File: src/rtl/rx_fifo_wr_pkg.sv
// Shared tag encoding and FSM states for the RX FIFO write-side packer.
package rx_fifo_wr_pkg;

    localparam logic [1:0] TAG_DATA  = 2'b00;
    localparam logic [1:0] TAG_FIRST = 2'b01;
    localparam logic [1:0] TAG_END   = 2'b10;
    localparam logic [1:0] TAG_DISC  = 2'b11;

    typedef enum logic [2:0] {
        StIdle,
        StPack,
        StLastWr,
        StEndWr,
        StDrop,
        StDiscWr
    } wr_state_e;

endpackage

File: src/rtl/rx_fifo_write_ctrl.sv
// Packs the RX byte stream into tagged 32-bit little-endian words and appends one END or
// DISCARD status word per frame, through a single registered staging slot.
module rx_fifo_write_ctrl
    import rx_fifo_wr_pkg::*;
#(
    parameter int unsigned LEN_WIDTH  = 16,
    parameter int unsigned DROP_WIDTH = 8
) (
    input  logic                  wrClk,
    input  logic                  wrHardReset_n,
    input  logic                  wrFlush,
    input  logic                  rxStart,
    input  logic [7:0]            rxData,
    input  logic                  rxDataValid,
    input  logic                  rxEnd,
    input  logic                  rxAbort,
    input  logic [15:0]           rxStatus,
    input  logic                  fifoFull,
    output logic                  fifoWrite,
    output logic [31:0]           fifoWrData,
    output logic [1:0]            fifoWrTag,
    output logic                  rxBusy,
    output logic                  rxOverflow,
    output logic [DROP_WIDTH-1:0] rxDropCnt
);

    localparam int unsigned DropSumW = DROP_WIDTH + 1;

    wr_state_e             state;
    logic                  wr_pending;
    logic [23:0]           asm_q;
    logic [1:0]            lane;
    logic [LEN_WIDTH-1:0]  byte_cnt;
    logic                  first_flag;
    logic [15:0]           status_q;

    logic                  slot_free;
    logic                  late_start;
    logic                  disc_done;
    logic                  overflow_now;
    logic [1:0]            lane_nxt;
    logic [1:0]            drop_inc;
    logic [DROP_WIDTH:0]   drop_sum;
    logic [DROP_WIDTH-1:0] drop_nxt;
    logic [LEN_WIDTH-1:0]  byte_cnt_inc;
    logic [15:0]           len_field;

    always_comb begin
        fifoWrite    = wr_pending & ~fifoFull;
        // The slot counts as free when its current occupant leaves this very cycle.
        slot_free    = ~wr_pending | fifoWrite;
        rxBusy       = (state != StIdle);
        late_start   = rxStart & (state != StIdle);
        disc_done    = fifoWrite & (fifoWrTag == TAG_DISC);
        overflow_now = rxDataValid & (lane == 2'd3) & ~slot_free;
        lane_nxt     = rxDataValid ? lane + 2'd1 : lane;
        drop_inc     = {1'b0, late_start} + {1'b0, disc_done};
        drop_sum     = {1'b0, rxDropCnt} + DropSumW'(drop_inc);
        drop_nxt     = drop_sum[DROP_WIDTH] ? {DROP_WIDTH{1'b1}} : drop_sum[DROP_WIDTH-1:0];
        byte_cnt_inc = (&byte_cnt) ? byte_cnt : byte_cnt + 1'b1;
        len_field    = 16'(byte_cnt);
    end

    always_ff @(posedge wrClk or negedge wrHardReset_n) begin
        if (!wrHardReset_n) begin
            state      <= StIdle;
            wr_pending <= 1'b0;
            fifoWrData <= '0;
            fifoWrTag  <= TAG_DATA;
            rxOverflow <= 1'b0;
            rxDropCnt  <= '0;
            byte_cnt   <= '0;
            lane       <= '0;
            first_flag <= 1'b0;
            asm_q      <= '0;
            status_q   <= '0;
        end else if (wrFlush) begin
            state      <= StIdle;
            wr_pending <= 1'b0;
            fifoWrData <= '0;
            fifoWrTag  <= TAG_DATA;
            rxOverflow <= 1'b0;
            rxDropCnt  <= '0;
            byte_cnt   <= '0;
            lane       <= '0;
            first_flag <= 1'b0;
            asm_q      <= '0;
            status_q   <= '0;
        end else begin
            if (fifoWrite) wr_pending <= 1'b0;
            rxDropCnt <= drop_nxt;

            unique case (state)
                StIdle: begin
                    if (rxStart) begin
                        state      <= StPack;
                        byte_cnt   <= '0;
                        lane       <= '0;
                        first_flag <= 1'b1;
                        asm_q      <= '0;
                    end
                end

                StPack: begin
                    if (rxStart || rxAbort) begin
                        state <= StDiscWr;
                    end else begin
                        if (rxDataValid) begin
                            byte_cnt <= byte_cnt_inc;
                            lane     <= lane + 2'd1;
                            unique case (lane)
                                2'd0: asm_q[7:0]   <= rxData;
                                2'd1: asm_q[15:8]  <= rxData;
                                2'd2: asm_q[23:16] <= rxData;
                                2'd3: begin
                                    if (slot_free) begin
                                        wr_pending <= 1'b1;
                                        fifoWrData <= {rxData, asm_q};
                                        fifoWrTag  <= first_flag ? TAG_FIRST : TAG_DATA;
                                        first_flag <= 1'b0;
                                        asm_q      <= '0;
                                    end else begin
                                        rxOverflow <= 1'b1;
                                    end
                                end
                            endcase
                        end
                        if (overflow_now) begin
                            state <= rxEnd ? StDiscWr : StDrop;
                        end else if (rxEnd) begin
                            status_q <= rxStatus;
                            state    <= (lane_nxt != 2'd0) ? StLastWr : StEndWr;
                        end
                    end
                end

                StLastWr: begin
                    // Upper lanes are already zero: asm_q is cleared whenever a word is staged.
                    if (slot_free) begin
                        wr_pending <= 1'b1;
                        fifoWrData <= {8'h00, asm_q};
                        fifoWrTag  <= first_flag ? TAG_FIRST : TAG_DATA;
                        first_flag <= 1'b0;
                        state      <= StEndWr;
                    end
                end

                StEndWr: begin
                    if (wr_pending && fifoWrTag == TAG_END) begin
                        if (fifoWrite) state <= StIdle;
                    end else if (slot_free) begin
                        wr_pending <= 1'b1;
                        fifoWrData <= {status_q, len_field};
                        fifoWrTag  <= TAG_END;
                    end
                end

                StDrop: begin
                    if (rxDataValid) byte_cnt <= byte_cnt_inc;
                    if (rxEnd || rxAbort || rxStart) state <= StDiscWr;
                end

                StDiscWr: begin
                    if (wr_pending && fifoWrTag == TAG_DISC) begin
                        if (fifoWrite) state <= StIdle;
                    end else if (slot_free) begin
                        wr_pending <= 1'b1;
                        fifoWrData <= {16'h0000, len_field};
                        fifoWrTag  <= TAG_DISC;
                    end
                end

                default: state <= StIdle;
            endcase
        end
    end

endmodule

File: config.mk
export PLATFORM = sky130hd
export DESIGN_NAME = rx_fifo_write_ctrl
export DESIGN_NICKNAME = d
export VERILOG_FILES = /design/src/rtl/rx_fifo_wr_pkg.sv /design/src/rtl/rx_fifo_write_ctrl.sv
export SDC_FILE = /design/constraint.sdc
export NUM_CORES = 1
export LEC_CHECK = 0
export BUFFER_PORTS_ARGS = -buffer_cell sky130_fd_sc_hd__buf_2
export CORE_UTILIZATION = 29
export CTS_CLUSTER_SIZE = 25
export DETAILED_ROUTE_END_ITERATION = 8
export GPL_TIMING_DRIVEN = 0
export PLACE_DENSITY_LB_ADDON = 0.08
export SYNTH_ARGS = -nofsm -noshare
export SYNTH_HDL_FRONTEND = slang
export SYNTH_SLANG_ARGS = --single-unit
File: constraint.sdc
create_clock -name wrClk -period 5.2 [get_ports wrClk]
set_input_delay 0.26 -clock wrClk [delete_from_list [all_inputs] [get_ports wrClk]]
set_output_delay 0.26 -clock wrClk [all_outputs]
set_load 0.01 [all_outputs]
==> results.tsv, run 1 <==
stage	metric	value	unit
outcome	status	finished clean	
clocking	postCtsHoldBufs	1	
timing	rsz0062_at_grt	no	
logic_synthesis	synthTopCellsByArea	dfrtp_1 50%, mux2_2 5.3%, a22oi_1 4.5%, o21ai_0 4.2%, mux2i_1 3.2%	
timing	relSlewSlack	0.199	
setup_path	crit_fanout	10	
pwr	pwr-share-comb	0.351	
layout	drive_gt1_frac	0.224	
logic_synthesis	ys.flop_type	dfrtp_1	
clocking	cts_buffer_depth	2	
logic_synthesis	synth.most_common_cell	dfrtp_1	
clocking	post_cts_buffers	0	
setup_path	cpPeakStageDelay	0.48	ns
route	routed_wirelength	16100	um
global_routing	grt-ovfl-total	0	
setup_path	cp_top_family	simple AND/OR/NAND/NOR gates	
global_routing	antenna_found_initial	0	
job	maxCapViolCount	0	
timing	timing.fmax	304	MHz
route	wl_per_cell	19.0	um
route	drc	0	
clocking	cts_tree	done	
placement	gp_congestion	0.823	
logic_synthesis	yosys.area.top_type	dfrtp_1	
layout	nets	653	
pwr	p_per_area	439	nW/um2
setup_path	slowest_stage	nor3_1	
logic_synthesis	netlist_area	5350	um2
setup_path	path_buf_inv	3	
route	first_pass_iters	5	
logic_synthesis	synth_common_cells	106 x dfrtp_1, 45 x o21ai_0, 42 x nor2_1	
pwr	vdd_drop_max	195	uV
clocking	cts_resized	0	
logic_synthesis	synth_cell_types	60	
placement	numPortBuffers	74	
logic_synthesis	synth_cells	528	
setup_path	path_cells	clkbuf_1 -> clkbuf_1 -> nor3_1 -> nor2b_1 -> fa_1 -> and3_1 -> and3_1 -> clkbuf_1 -> nand4_1 -> o21a_1 -> nor2_1	
hold_path	hold_path.class	in2reg	
die	start_util	0.297	
pwr	switching_share	0.379	
global_routing	grt_pass1_vias	4319	
clocking	clock_latency	0.37	ns
layout	diodes	0	
global_routing	grt_max_degree	83	
die	die_w	138	um
timing	tns	0	ns
global_routing	grt_usage	0.181	
die	io_pins	77	
layout	final_util	0.353	
timing	fin_crit	3.29	ns
logic_synthesis	synth_edf_count	0	
setup_path	crit_top_cell	clkbuf_1	
timing	skew	0.00712	ns
layout	fill_cells	1907	
die	die_h	138	um
route	via_per_inst	5.24	
route	antenna_left	0	
setup_path	required	5.44	ns
die	die-area	19000	um2
logic_synthesis	ys_seq_elements	106	
route	vias	4453	
pwr	seq_power_share	0.386	
clocking	ctsHtreeMaxLevel	3	
layout	fin_cells	849	
die	rows	49	
global_routing	grt_pass1_wl	25300	um
route	drtIter0Drc	207	
timing	setup_violations	0	
layout	areaGrowthSynthToFinish	18.9	%
setup_path	start_kind	register	
setup_path	critical_path_class	reg2reg	
setup_path	cp.arrival	3.53	ns
logic_synthesis	syn_avg_cell_area	10.1	um2
clocking	clockRootBuffer	clkbuf_16	
logic_synthesis	ys_warn_count	0	
clocking	cts_inserted_buffers	9	
logic_synthesis	syn_nets	566	
timing	worstMarginPinSlew	1.19	ns
clocking	clock_sinks	106	
placement	placed_cells	832	
logic_synthesis	netlist.area_leader.share	0.496	
pwr	p_int	1.74	mW
setup_path	crit_path_end_kind	register	
timing	final_hold_viol_count	0	
timing	post-route-period-util	0.633	
pwr	pwr-share-clk	0.263	
pwr	p_leak	2.99	nW
logic_synthesis	async_reset_ff_frac	1.00	
logic_synthesis	yosysSeqAreaShare	0.496	
timing	slew_violations	0	
die	coreArea	18000	um2
clocking	clkSlewWorstSetupHoldPaths	0.08	ns
placement	hpwl	11500	um
pwr	netSwitchingPower	1.06	mW
## tightest hold or removal path, cell delays in order
cell and delay (ns):
buf_2 0.07, mux2i_1 0.05, nor2_1 0.07
## power groups by stage
stage	registers, mW	clock network (mW)	logic (mW)
floorplan	1.10	0	0.614
global placement	1.09	0	0.978
detailed placement	1.09	0	0.988
CTS	1.08	0.754	0.992
global route	1.10	0.791	1.09
finish	1.08	0.735	0.982
## cell type report
class                   count  area, um2  area share
flip-flops and latches    106       2650       0.417
multi-input cells         373       2490       0.391
repair buffers             76        414      0.0651
well taps                 229        287      0.0450
clock buffers               9        225      0.0354
plain buffers              39        174      0.0273
clock inverters             7       87.6      0.0138
inverters                  10       37.5     0.00590
## state kept, by name (all words and copies together), names as in the netlist
register and flops:
asm_q 24, byte_cnt 16, fifoWrData 32, fifoWrTag 2, first_flag 1, lane 2
rxDropCnt 8, rxOverflow 1, state 3, status_q 16, wr_pending 1
## worst paths after layout
check	from	cells after the start	end	slack (ns)
hold / removal	rxStatus[5]	3	status_q[5]$_DFFE_PN0P_	0.13
setup reg to reg	state[0]$_DFFE_PN0P_	11	rxDropCnt[4]$_DFF_PN0_	1.91
max in group asynchronous	wrHardReset_n	3	fifoWrData[18]$_DFFE_PN0P_	4.17
min in group asynchronous	wrHardReset_n	2	state[2]$_DFFE_PN0P_	0.33
setup / recovery	state[0]$_DFFE_PN0P_	11	rxDropCnt[4]$_DFF_PN0_	1.91
hold reg to reg	fifoWrData[11]$_DFFE_PN0P_	2	fifoWrData[11]$_DFFE_PN0P_	0.48
## placed cells by master (no fill, tap or decap), types with 3 or more instances in the layout
master     synthesis  routed
nand3b_1           5       5
buf_1              3       3
nand3_1           11      11
o31ai_1            6       6
nor2_1            42      42
and2_1            10      10
a22oi_1           32      32
ha_1               5       5
a21oi_1           21      21
a31oi_1            4       4
o21a_1             6       6
clkbuf_1          21      21
nor3_1            17      17
and3_1             5       5
buf_2             13      86
or3_1              8       8
o21ai_0           45      45
nor2b_1           13      13
clkbuf_16          0       9
dfrtp_1          106     106
xnor2_1            3       3
or2_2              3       3
mux2i_1           17      17
nand2_1           35      35
nand4_1           11      11
inv_1              9       9
a221o_1            8       8
xor2_1             4       4
mux2_2            25      25
## stage by stage
| stage | hold slack (ns) | setup WS [ns] | power (mW) | cell area (um2) |
|---|---|---|---|---|
| 2_1_floorplan | -0.0356 | 2.63 | 1.71 | 5350 |
| 3_5_place_dp | 0.148 | 1.90 | 2.08 | 6040 |
| 6_report | 0.129 | 1.91 | 2.80 | 6360 |
| 3_3_place_gp | 0.459 | 1.86 | 2.07 | 6010 |
| 4_1_cts | 0.117 | 1.87 | 2.83 | 6360 |
| 5_1_grt | 0.116 | 1.57 | 2.98 | 6360 |
## logic make-up (layout without fill, tap and decap cells)
group                    after synthesis  count (layout)  synth area share
flip-flops                           106             106             0.496
buffers and inverters                 49             141            0.0395
XOR/XNOR                               7               7            0.0115
AO/OA/AOI/OAI                        140             140             0.176
AND/OR/NAND/NOR                      178             178             0.178
adder cells (fa/ha/maj)                6               6            0.0154
multiplexers                          42              42            0.0844
## metal layers
metal / wire length (um) / vias up / share of wire / global-route usage
li1: - / 2122 / - / -
met1: 8240 / 2213 / 0.51 / 0.268
met2: 7030 / 105 / 0.44 / 0.265
met3: 673 / 13 / 0.042 / 0.0320
met4: 189 / 0 / 0.012 / 0.0507
met5: 0 / - / 0 / 0
Power figures use the tool's default switching activity.
==> inputs of run 2 (changes only) <==
==> constraint.sdc (replaced) <==
create_clock -name wrClk -period 2.7 [get_ports wrClk]
set_input_delay 0.135 -clock wrClk [delete_from_list [all_inputs] [get_ports wrClk]]
set_output_delay 0.135 -clock wrClk [all_outputs]
set_load 0.01 [all_outputs]
==> run 2 against run 1 <==
Net effect: sequential share of layout area shrank 0.67 points; die area is the same; final area grew 1.7%; sequential power grew 92%; global-route usage is essentially flat; largest power group unchanged.
==> results.tsv, run 2 (synthesis results as in run 1) <==
stage	metric	value	unit
pwr	vdd_drop_max	377	uV
setup_path	required	2.96	ns
clocking	cts_tree	done	
layout	seqCellArea	2650	um2
timing	fin_crit	2.50	ns
global_routing	grt_usage	0.181	
layout	final_cell_mix	105 x dfrtp_1, 86 x buf_2, 45 x o21ai_0	
timing	post-route-period-util	0.927	
layout	diodes	0	
timing	timing.fmax	400	MHz
placement	hpwl	11500	um
setup_path	crit_path_end_kind	register	
setup_path	crit_end	byte_cnt[5]$_DFFE_PN0P_	
clocking	ctsHtreeMaxLevel	3	
setup_path	path_buf_inv	2	
clocking	clockRootBuffer	clkbuf_16	
setup_path	cp_top_family	simple AND/OR/NAND/NOR gates	
setup_path	critical_path_class	reg2reg	
die	die_w	138	um
layout	multiInputGateArea	2510	um2
layout	top_regs	fifoWrData: 32 flops, asm_q: 24 flops	
setup_path	cp.arrival	2.76	ns
route	vias	4499	
hold_path	hold_path.class	in2reg	
setup_path	r2r_end	byte_cnt[5]$_DFFE_PN0P_	
global_routing	grt_max_degree	83	
setup_path	cp_num_cells	8	
die	io_pins	77	
placement	placed_cells	832	
die	rows	49	
timing	final_hold_viol_count	0	
timing	skew	0.00711	ns
layout	final_common_cell	dfrtp_1	
setup_path	path_cells	ha_1 -> nand3_1 -> or4_1 -> buf_2 -> o211ai_2 -> buf_4 -> nor2_1 -> o311ai_1	
pwr	switching_share	0.377	
pwr	p_per_area	843	nW/um2
clocking	clock_latency	0.37	ns
timing	relSlewSlack	0.495	
setup_path	r2r_start	byte_cnt[0]$_DFFE_PN0P_	
layout	largest_register_ffs	32	
global_routing	antenna_found_initial	0	
die	die-area	19000	um2
setup_path	regToRegSetupSlack	0.20	ns
global_routing	grt_pass1_vias	4362	
layout	final_util	0.359	
route	routed_wirelength	16200	um
global_routing	grt-ovfl-total	0	
clocking	cts_inserted_buffers	9	
job	maxCapViolCount	0	
pwr	netSwitchingPower	2.06	mW
layout	largest-register	fifoWrData	
route	drtIter0Drc	189	
setup_path	reg2reg_depth	8	
clocking	clock_sinks	106	
layout	fill_cells	1899	
route	first_pass_iters	5	
setup_path	crit_fanout	10	
placement	numPortBuffers	74	
layout	fin_cells	857	
layout	areaGrowthSynthToFinish	21.0	%
setup_path	start_kind	register	
setup_path	cpPeakStageDelay	0.55	ns
clocking	cts_buffer_depth	2	
outcome	status	finished clean	
layout	drive_gt1_frac	0.237	
pwr	p_int	3.40	mW
timing	rsz0062_at_grt	no	
die	die_h	138	um
route	drc	0	
global_routing	grt_pass1_wl	25300	um
setup_path	crit_start	byte_cnt[0]$_DFFE_PN0P_	
pwr	pwr-share-clk	0.258	
timing	setup_violations	0	
pwr	seq_power_share	0.380	
pwr	pwr-share-comb	0.361	
setup_path	slowest_stage	or4_1	
route	antenna_left	0	
timing	worstMarginPinSlew	0.758	ns
clocking	clkSlewWorstSetupHoldPaths	0.08	ns
route	via_per_inst	5.25	
placement	gp_congestion	0.823	
die	start_util	0.297	
route	wl_per_cell	18.9	um
timing	slew_violations	0	
layout	nets	661	
die	coreArea	18000	um2
pwr	p_leak	3.03	nW
-- run 2: changes by cell type in the layout (fill, tap and decap cells not counted), moves of 2 or more --
cell	change
buf_4	+5
clkbuf_1	-3
dlygate4sd3_1	+5
nor3_1	-2
-- run 2: per-layer routing --
layer	GRT usage	share of wire
met4	0.0519	0.012
met2	0.269	0.44
met5	0	0
met1	0.266	0.51
met3	0.0324	0.042
-- run 2: power by group through the flow --
stage	Clock, mW	Sequential (mW)	Combinational [mW]
floorplan	0	2.12	1.18
global placement	0	2.11	1.88
detailed placement	0	2.11	1.90
CTS	1.45	2.07	1.95
global route	1.52	2.12	2.17
finish	1.41	2.07	1.97
-- run 2: repair_timing --
action                                 CTS  global route
hold buffers                             6             0
endpoints found under the hold margin   29             0
resized for setup                        5             2
cloned                                   0             0
setup endpoints to repair               16            15
setup buffers                            3             2
pin swaps                                1             1
-- run 2: worst min-delay path by stage --
stage,from,end,cells after the start
floorplan,wrHardReset_n,asm_q[0]$_DFFE_PN0P_,0
global placement,rxStatus[5],status_q[5]$_DFFE_PN0P_,3
detailed placement,wrHardReset_n,state[2]$_DFFE_PN0P_,1
CTS,rxStatus[6],status_q[6]$_DFFE_PN0P_,3
global route,rxStatus[12],status_q[12]$_DFFE_PN0P_,3
finish,rxStatus[3],status_q[3]$_DFFE_PN0P_,3
-- run 2: worst reg2reg max path: cells and delay by family, from the launching register on --
| kind | cells | cell delay [ns] |
|---|---|---|
| adders and majority gates | 1 | 0.23 |
| DFF | 1 | 0.43 |
| and+or+nand+nor | 3 | 0.79 |
| buffers and inverters | 2 | 0.42 |
| AOI/OAI and AO/OA | 2 | 0.54 |
-- run 2: area by class of cell --
cell class | instances | area share
Clock inverter | 7 | 0.0135
Timing Repair Buffer | 86 | 0.0775
Tap cell | 229 | 0.0443
Multi-Input combinational cell | 373 | 0.388
Inverter | 10 | 0.00580
Clock buffer | 9 | 0.0348
Buffer | 37 | 0.0263
Sequential cell | 106 | 0.410
-- run 2: metrics by stage --
step	hold slack [ns]	instance area (um2)	setup TNS (ns)	worst slack (ns)	power, mW
finish	0.00580	6470	0	0.197	5.45
global route	0.0104	6470	0	0.0418	5.81
CTS	0.000521	6450	0	0.0680	5.48
detailed placement	0.0226	6040	-4.61	-0.600	4.01
global placement	0.376	6010	-4.74	-0.641	3.99
floorplan	-0.161	5350	0	0.131	3.30
==> inputs of run 3 (changes only) <==
--- a/config.mk
+++ b/config.mk
@@ -11,6 +11,7 @@
 export DETAILED_ROUTE_END_ITERATION = 8
 export GPL_TIMING_DRIVEN = 0
 export PLACE_DENSITY_LB_ADDON = 0.08
+export RECOVER_POWER = 100
 export SYNTH_ARGS = -nofsm -noshare
 export SYNTH_HDL_FRONTEND = slang
 export SYNTH_SLANG_ARGS = --single-unit
==> run 3 against run 2 <==
Net effect: setup slack got worse by 0.059 ns; final area fell by 1.5%; critical endpoint unchanged; final cell count did not move.
==> results.tsv, run 3 (synthesis results as in run 1) <==
stage	metric	value	unit
timing	relSlewSlack	0.0164	
placement	gp_congestion	0.823	
setup_path	crit_path_end_kind	register	
timing	timing.fmax	390	MHz
timing	worst_hold_slack	0.00634	ns
hold_path	min_from	rxStatus[3]	
timing	final_hold_viol_count	0	
timing	skew	0.00645	ns
timing	layout_setup_ws	0.138	ns
pwr	p_leak	2.83	nW
layout	largest_register_ffs	32	
route	first_pass_iters	4	
global_routing	grt_pass1_wl	25300	um
die	die-area	19000	um2
global_routing	antenna_found_initial	0	
setup_path	crit_start	state[2]$_DFFE_PN0P_	
placement	placed_cells	832	
hold_path	hold_path.class	in2reg	
clocking	cts_inserted_buffers	9	
die	start_util	0.297	
die	io_pins	77	
layout	final_common_cell	dfrtp_1	
job	maxCapViolCount	0	
placement	numPortBuffers	74	
layout	final_cell_mix	105 x dfrtp_1, 68 x clkbuf_1, 45 x o21ai_0	
die	die_h	138	um
pwr	total_power	5.40	mW
global_routing	grt-ovfl-total	0	
route	wl_per_cell	19.0	um
layout	fill_cells	1916	
clocking	clock_sinks	106	
pwr	vdd_drop_max	377	uV
placement	pre_cts_ws	-0.600	ns
die	rows	49	
clocking	cts_tree	done	
route	antenna_left	0	
timing	setup_violations	0	
layout	fin_cells	857	
setup_path	crit_fanout	9	
route	routed_wirelength	16300	um
setup_path	start_kind	register	
timing	slew_violations	0	
route	via_per_inst	5.23	
layout	largest-register	fifoWrData	
clocking	clkSlewWorstSetupHoldPaths	0.08	ns
placement	placed_area	6040	um2
die	die_w	138	um
clocking	clockRootBuffer	clkbuf_16	
layout	top_regs	fifoWrData: 32 flops, asm_q: 24 flops	
route	drc	0	
clocking	ctsHtreeMaxLevel	3	
setup_path	r2r_start	state[2]$_DFFE_PN0P_	
route	drtIter0Drc	194	
placement	hpwl	11500	um
global_routing	grt_pass1_vias	4362	
setup_path	required	2.96	ns
layout	areaGrowthSynthToFinish	19.1	%
setup_path	critical_path_class	reg2reg	
layout	nets	661	
timing	fin_crit	2.56	ns
timing	post-route-period-util	0.949	
timing	rsz0062_at_grt	no	
setup_path	cp.arrival	2.82	ns
timing	worstMarginPinSlew	1.48	ns
die	coreArea	18000	um2
layout	final_area	6370	um2
route	vias	4478	
clocking	cts_buffer_depth	2	
layout	diodes	0	
outcome	status	finished clean	
layout	drive_gt1_frac	0.158	
pwr	p_per_area	848	nW/um2
setup_path	reg2reg_depth	6	
hold_path	min_path_cells	3	
clocking	clock_latency	0.36	ns
global_routing	grt_max_degree	83	
global_routing	grt_usage	0.181	
run 3: report_power, final:
part,switching (mW),internal [mW]
Clock,0.676,0.738
Combinational,1.18,0.731
Sequential,0.201,1.88
Total,2.06,3.35
run 3: per-stage QoR:
step	TNS, ns	utilization
3_3_place_gp	-4.74	0.333
5_1_grt	0	0.354
2_1_floorplan	0	-
6_report	0	0.354
3_5_place_dp	-4.61	0.335
4_1_cts	0	0.358
run 3: layout make-up:
cell class,instances,area (um2),share of cell area
inverter,10,37.5,0.00589
clock inverter,7,87.6,0.0137
sequential,106,2650,0.416
buffer,37,166,0.0261
clock buffer,9,225,0.0353
timing repair buffer,86,423,0.0664
multi-input combinational,373,2490,0.391
tap,229,287,0.0450
run 3: path summary, 6_finish.rpt:
kind                                                    to  slack, ns
worst max-delay path               byte_cnt[5]$_DFFE_PN0P_       0.14
max in group asynchronous       fifoWrData[18]$_DFFE_PN0P_       0.59
worst max register to register     byte_cnt[5]$_DFFE_PN0P_       0.14
worst min-delay path               status_q[3]$_DFFE_PN0P_      0.006
worst min register to register   fifoWrData[9]$_DFFE_PN0P_       0.48
min in group asynchronous             state[2]$_DFFE_PN0P_       0.66
run 3: metal layers:
metal / wire length [um] / up-vias / global-route usage
li1: - / 2127 / -
met1: 8340 / 2248 / 0.266
met2: 7130 / 88 / 0.269
met3: 576 / 15 / 0.0324
met4: 199 / 0 / 0.0519
met5: 0 / - / 0
run 3: repair_timing:
item / CTS / global route
hold buffers: 6 / 0
gates resized for setup: 5 / 2
pin swaps: 1 / 1
endpoints found under the setup margin: 16 / 15
gates cloned: 0 / 0
buffers inserted: 3 / 2
endpoints found under the hold margin: 29 / 0
run 3: worst max-delay path, cell delays in order, from the launching register on:
cell and delay, ns:
dfrtp_1 0.38, buf_6 0.15, or4b_1 0.67, o21ai_0 0.14, nand4_1 0.41, or4b_1 0.63, o311ai_1 0.09
